$ cat config.mk
export PLATFORM = sky130hd
export DESIGN_NAME = dbus_cbus_bridge
export DESIGN_NICKNAME = d
export VERILOG_FILES = /design/src/rtl/dbus_cbus_bridge.sv
export SDC_FILE = /design/constraint.sdc
export NUM_CORES = 1
export LEC_CHECK = 0
export BUFFER_PORTS_ARGS = -buffer_cell sky130_fd_sc_hd__buf_2
export CAP_MARGIN = 30
export CORE_AREA = 5 5 163 165
export CTS_BUF_LIST = sky130_fd_sc_hd__clkbuf_16
export DETAILED_ROUTE_END_ITERATION = 6
export DIE_AREA = 0 0 168 170
export HOLD_SLACK_MARGIN = 0.15
export PLACE_DENSITY = 0.79
export SKIP_LAST_GASP = 1
export SYNTH_ARGS = -nofsm -noshare
export SYNTH_HDL_FRONTEND = slang
export SYNTH_SLANG_ARGS = --single-unit
export TNS_END_PERCENT = 20
$ cat constraint.sdc
create_clock -name clk -period 3.7 [get_ports clk]
set_input_delay 0.185 -clock clk [delete_from_list [all_inputs] [get_ports clk]]
set_output_delay 0.185 -clock clk [all_outputs]
set_load 0.02 [all_outputs]
$ cat src/rtl/dbus_cbus_bridge.sv
// Uncached single-beat bridge: latches one dbus request, issues one cbus transaction,
// and returns one registered dbus response.
module dbus_cbus_bridge #(
    parameter int unsigned ALIGN_CHECK = 1,
    parameter int unsigned MAX_BEATS   = 1
) (
    input  logic         clk,
    input  logic         resetn,
    input  logic [139:0] dreq,
    output logic [65:0]  dresp,
    output logic [150:0] creq,
    input  logic [65:0]  cresp,
    output logic         busy_o,
    output logic         misal_o,
    output logic         err_o
);

    localparam logic [2:0] MSIZE2          = 3'd1;
    localparam logic [2:0] MSIZE4          = 3'd2;
    localparam logic [2:0] MSIZE8          = 3'd3;
    localparam logic [7:0] MLEN1           = 8'd0;
    localparam logic [1:0] AXI_BURST_FIXED = 2'b00;
    localparam logic [7:0] MAX_B           = 8'(MAX_BEATS);

    typedef enum logic [1:0] {
        S_IDLE,
        S_REQ,
        S_DONE
    } state_t;

    state_t r_state;
    state_t w_next;

    logic        w_dvalid;
    logic [63:0] w_daddr;
    logic [2:0]  w_dsize;
    logic [7:0]  w_dstrb;
    logic [63:0] w_ddata;
    logic        w_cready;
    logic        w_clast;
    logic [63:0] w_cdata;
    logic        w_misal;
    logic        w_reject;

    logic [63:0] r_addr;
    logic [2:0]  r_size;
    logic [7:0]  r_strb;
    logic [63:0] r_data;
    logic [63:0] r_rdata;
    logic [7:0]  r_beat;
    logic        r_misal;
    logic        r_err;

    // dbus_req_t = {valid, addr, size, strobe, data}; cbus_resp_t = {ready, last, data}
    assign w_dvalid = dreq[139];
    assign w_daddr  = dreq[138:75];
    assign w_dsize  = dreq[74:72];
    assign w_dstrb  = dreq[71:64];
    assign w_ddata  = dreq[63:0];
    assign w_cready = cresp[65];
    assign w_clast  = cresp[64];
    assign w_cdata  = cresp[63:0];

    always_comb begin
        w_misal = 1'b0;
        case (w_dsize)
            MSIZE2:  w_misal = w_daddr[0] != 1'b0;
            MSIZE4:  w_misal = w_daddr[1:0] != 2'b00;
            MSIZE8:  w_misal = w_daddr[2:0] != 3'b000;
            default: w_misal = 1'b0;
        endcase
    end

    assign w_reject = (ALIGN_CHECK != 0) && w_misal;

    always_ff @(posedge clk or negedge resetn) begin
        if (!resetn) begin
            r_state <= S_IDLE;
        end else begin
            r_state <= w_next;
        end
    end

    always_comb begin
        w_next = r_state;
        case (r_state)
            S_IDLE: if (w_dvalid) w_next = w_reject ? S_DONE : S_REQ;
            S_REQ:  if (w_cready && w_clast) w_next = S_DONE;
            S_DONE: w_next = S_IDLE;
            default: w_next = S_IDLE;
        endcase
    end

    always_ff @(posedge clk or negedge resetn) begin
        if (!resetn) begin
            r_addr  <= '0;
            r_size  <= '0;
            r_strb  <= '0;
            r_data  <= '0;
            r_rdata <= '0;
            r_beat  <= '0;
            r_misal <= 1'b0;
            r_err   <= 1'b0;
        end else begin
            case (r_state)
                S_IDLE: begin
                    if (w_dvalid) begin
                        r_addr  <= w_daddr;
                        r_size  <= w_dsize;
                        r_strb  <= w_dstrb;
                        r_data  <= w_ddata;
                        r_rdata <= '0;
                        r_beat  <= '0;
                        if (w_reject) r_misal <= 1'b1;
                    end
                end
                S_REQ: begin
                    if (w_cready) begin
                        if (w_clast) begin
                            // Writes keep rdata at zero so the response carries no data.
                            if (r_strb == '0) r_rdata <= w_cdata;
                        end else begin
                            if (r_beat >= MAX_B) r_err <= 1'b1;
                            if (r_beat != '1) r_beat <= r_beat + 8'd1;
                        end
                    end
                end
                default: ;
            endcase
        end
    end

    // cbus_req_t = {valid, is_write, size, addr, strobe, data, len, burst}
    assign creq    = (r_state == S_REQ)
                   ? {1'b1, |r_strb, r_size, r_addr, r_strb, r_data, MLEN1, AXI_BURST_FIXED}
                   : '0;
    assign dresp   = (r_state == S_DONE) ? {2'b11, r_rdata} : '0;
    assign busy_o  = r_state != S_IDLE;
    assign misal_o = r_misal;
    assign err_o   = r_err;

endmodule
== After elaboration in Yosys (flattened, before gate mapping) ==
Cells that the tools add are included.

* Register bits after elaboration: 215
* Bits of input ports: 208

* $lt $le $gt $ge: 1
* Bitwise logic cells: 1
* Equality and inequality tests: 13
* Add/sub/neg operators: 1
* Reductions and logical operators: 14
* Multiplexer cells: 17

{| class="wikitable"
|+ Operators with widths
! kind !! count
|-
| 64-bit 2-to-1 mux || 4
|-
| 151-bit 2-to-1 mux || 1
|-
| 64-bit one-hot mux with 2 select lines || 1
|-
| 66-bit 2-to-1 mux || 1
|-
| 8-bit 2-to-1 mux || 4
|-
| 8-bit one-hot mux with 2 select lines || 1
|-
| 2-bit inequality test, second input constant || 7
|-
| 5-bit AND reduction || 2
|-
| 8-bit by 1-bit adder with 8-bit output, second input constant || 1
|-
| 8-bit by 1-bit >= comparator with 1-bit output, second input constant || 1
|-
| 8-bit logical NOT || 1
|-
| 8-bit inequality test, second input constant || 1
|-
| 8-bit OR reduction || 1
|-
| 3-bit by 2-bit == test with 1-bit output, second input constant || 2
|-
| 2-bit 2-to-1 mux || 3
|-
| 2-bit nonzero test || 3
|-
| 2-bit one-hot mux with 2 select lines || 1
|-
| 2-bit AND reduction || 2
|-
| 4-bit AND reduction || 1
|-
| 3-bit by 1-bit == test with 1-bit output, second input constant || 1
|-
| 1-bit one-hot mux with 3 select lines || 1
|-
| 3-bit AND reduction || 1
|-
| 3-bit nonzero test || 1
|-
| 2-bit by 1-bit == test with 1-bit output, second input constant || 1
|-
| 4 further kinds || 4
|}

== Longest topological paths before layout ==
* Depth in word-level cells: 5
* Depth in mapped cells: 7
* Gate-level depth less buffers: 5

== Worst setup path before layout ==
No wires, ideal clock.

* Path kind: flip-flop to flip-flop
* From: reg r_strb[4]
* To: reg r_rdata[49]
* Slack: 1.918 ns
* Required time: 3.617 ns
* Buffers on the path: 3
* Clock period less this slack: 1.782 ns
* Setup time: 0.083 ns
* Stages on the path, launching flop included: 8
* Arrival: 1.700 ns
* Cells stage by stage: dfrtp_1 -> or4_4 -> nor4_2 -> buf_4 -> buf_6 -> buf_6 -> nand2_1 -> o21ai_0

* Cells in the longest elaborated chain, start to end: 3

{| class="wikitable"
|+ RTL lines
! item !! RTL line !! RTL
|-
| start: declaration || 47 || <nowiki>logic [7:0] r_strb;</nowiki>
|-
| start signal: assignment || 110 || <nowiki>r_strb <= w_dstrb;</nowiki>
|-
| 8-bit logical NOT || 121 || <nowiki>if (r_strb == '0) r_rdata <= w_cdata;</nowiki>
|-
| 2-bit inequality test (no source line) || - ||
|-
| 5-bit AND reduction (no source line) || - ||
|-
| end signal: assignment || 121 ||
|-
| end: declaration || 49 || <nowiki>logic [63:0] r_rdata;</nowiki>
|}

No other way between the ends.
A chain may end at the register's enable or synchronous reset.

== Worst setup path in the final report ==
* From: reg r_state[0]
* To: out creq[120]

* Cells in the longest elaborated chain, start to end: 2

{| class="wikitable"
|+ RTL lines
! item !! RTL line !! RTL
|-
| start: declaration || 31 || <nowiki>state_t r_state;</nowiki>
|-
| start signal: assignment || 80 || <nowiki>r_state <= w_next;</nowiki>
|-
| 2-bit by 1-bit == test with 1-bit output || 134 || <nowiki>assign creq = (r_state == S_REQ)</nowiki>
|-
| 151-bit 2-to-1 mux || 135 || <nowiki>? {1'b1, |r_strb, r_size, r_addr, r_strb, r_data, MLEN1, AXI_BURST_FIXED}</nowiki>
|-
| end: declaration || 11 || <nowiki>output logic [150:0] creq,</nowiki>
|}

No other way between the ends.

==> impl_results.md <==
- Synth Area per Inst: 8.33 um2
- Peak supply drop: 0.000451 V
- # DRC: 0
- Worst min path class: primary input to flip-flop
- Critical Path Source Type: flip-flop
- Final Wtd Congestion: 0.878
- First-pass GRT wire length: 54700 um
- Layout fillers: 1874
- Detailed-placement wirelength estimate: 20800 um
- Area leader, netlist: dfrtp_1
- Synth unique cells: 35
- Top-area cell type share of the netlist area: 54.7%
- # Max-Cap Violations: 0
- Slew headroom: 47.2%
- Die area: 28600 um2
- Synthesized instance count: 1179
- Ys Warns: 0
- PD cells: 645 nW/um2
- Status: completed
- Nets@finish: 1972
- Final Max Slew Viols: 0
- Crit path required time: 3510 ps
- Post-synth ARST share: 100%
- Multi-input logic area: 4090 um2
- Std cell rows: 58
- CP Cell Sequence: nand2b_1 > clkinv_2 > buf_4 > and2_1 > buf_2
- Min Tclk post-route: 3110 ps
- Drt first pass iters: 5
- Starting Density: 39.5%
- Hold path start: dreq[139]
- Area after DPL: 12100 um2
- EDFF count, synth: 0
- Largest net degree at the start of global routing: 149
- Setup tns final: 0 ps
- Syn-to-layout area delta: 52.4%
- Crit Path Category: flip-flop to output pin
- CTS buffer count: 24
- Die Span Y: 170 um
- Drt total wl: 34600 um
- Critical path arrival: 2930 ps
- H-tree depth: 1
- Clock root buffer: clkbuf_16
- Top Ports: 428
- Port Buffers: 417
- Synth area leaders: dfrtp_1 (55%), nand2_1 (21%), and2_1 (13%)
- Critical path fanouts, max: 74
- Longest Clk Path Bufs: 3
- Count of final setup violators: 0
- Reg area: 5380 um2
- DIE WIDTH: 168 um
- Top FF cell, synth: dfrtp_1
- Initial antenna violation count: 2
- CORE AREA: 24900 um2
- Tcrit/Tclk final: 84.1%
- Antenna-violating nets left: 0
- Static leakage: 0.00820 uW
- RR Endpoint: r_beat[0]
- Largest stage delay, worst path: 680 ps
- Final-report hold violation count: 0
- Layout cell share with drive strength beyond 1: 26.1%
- 1st-iter DRT viols: 878
- Yosys reg bits: 215
- RSZ-0062 raised after global routing: no
- Mapped cell area: 9830 um2
- Fmax: 321 MHz
- Hold path depth: 4
- Via count: 10266
- CP max-delay cell: clkinv_2
- Total Routing Usage GR: 23.1%
- Worst-Skew Late Latency: 510 ps
- Reg-to-reg startpoint: r_state[0]
- Hold endpoint: r_addr[5]
- Clock net sink count: 215
- Final setup skew: 13.9 ps
- Avg WL per Cell: 16.4 um
- FF-to-FF path depth: 5
- R2r setup slk: 1400 ps
- Slew @ Worst Pin: 792 ps
- Crit. End Element: output pin
- Overflow after GRT: 0
- Drt via density: 4.86
- Post-synthesis sequential area ratio: 54.7%
- Vias in the first global route: 10641
- Final instance area: 15000 um2
- CTS tree: yes
- Clock transition at path regs: 60 ps
kinds of logic (layout without fill, tap and decap cells):
| family | Yosys count | count (layout) | share of synthesized area [%] |
|---|---|---|---|
| flops | 215 | 215 | 54.7 |
| fa+ha+maj | 3 | 3 | 0.382 |
| compound gates | 86 | 86 | 4.76 |
| simple gates | 785 | 785 | 35.9 |
| other cells | 1 | 15 | 0.0382 |
| buf+inv | 89 | 678 | 4.20 |
power by group:
part / leakage, uW / switching, uW / internal, uW
sequential: 0.00276 / 477 / 3140
clock: 0.000376 / 949 / 1360
combinational: 0.00507 / 2420 / 1310
what timing repair did:
action / CTS / global route
hold buffers: 207 / 0
endpoints found under the hold margin: 309 / 0
gates resized for setup: 0 / 0
buffers inserted: 0 / 0
endpoints found under the setup margin: 0 / 0
cells in the mapped netlist, drive strengths merged, types with 2 or more instances:
cell    instances
or3             2
nand2         554
a211o           4
o21ai          70
a21oi           4
dfrtp         215
o21a            2
and3            4
buf            21
nand3           3
nor2            4
inv             4
ha              3
nor4            2
a21o            4
clkbuf         64
nor3            4
and2          204
or4             2
how the worst max path moves through the flow:
stage               slack [ps]       start  cells past startpoint          end
floorplan                 1920   r_strb[4]                      7  r_rdata[49]
global placement          1280  r_state[0]                      5     creq[78]
detailed placement        1170  r_state[0]                      5    creq[102]
CTS                        620  r_state[0]                      5    creq[102]
global route               360  r_state[1]                      5    creq[120]
finish                     590  r_state[0]                      5    creq[120]
worst max-delay path, delay by kind of cell (launching register included):
kind                   cells  cell delay, ps
buffers and inverters      3            1430
AND/OR/NAND/NOR            2             520
flip-flops                 1             430
metrics by stage:
| stage | setup slack [ps] | cells | hold WS (ps) | utilization, % | total power (uW) |
|---|---|---|---|---|---|
| 2_1_floorplan | 1920 | 1188 | -111 | - | 5820 |
| 3_3_place_gp | 1280 | 1857 | 281 | 48.7 | 7010 |
| 3_5_place_dp | 1170 | 1858 | 285 | 48.8 | 7110 |
| 4_1_cts | 618 | 2107 | 221 | 60.1 | 9650 |
| 5_1_grt | 359 | 2109 | 254 | 60.1 | 10300 |
| 6_report | 588 | 2112 | 236 | 60.2 | 9650 |
placed cells by master, fill, tap and decap left out, types with 4 or more instances in the layout:
cell type      instances
clkinv_1               7
dlygate4sd3_1        207
nand2_1              553
dfrtp_1              215
o21ai_1               18
buf_12                 6
a21oi_1                4
conb_1                10
and2_1               203
diode_2                5
inv_1                  6
nor2_1                 4
o21ai_0               52
nor3_1                 4
a211o_1                4
a21o_1                 4
and3_1                 4
buf_2                416
clkbuf_16             25
metal layers:
metal  part of all wire, %  routed length (um)  track usage [%]
met1                    38               13200             27.6
met3                   9.6                3320             6.02
met2                    48               16500             39.3
met5                     0                   0                0
met4                   4.6                1590             10.7
registers in the layout (all words and copies together), names as in the netlist:
register	count
r_data	64
err_o	1
r_beat	8
misal_o	1
r_size	3
r_state	2
r_strb	8
r_addr	64
r_rdata	64
layout make-up:
cell class                 count  area share (%)
timing repair buffer         632            28.7
clock buffer                  25            4.18
tap                          330            2.76
clock inverter                17           0.877
sequential                   215            35.9
inverter                       4           0.109
antenna                        5          0.0835
multi-input combinational    884            27.3
Power figures use the tool's default switching activity.
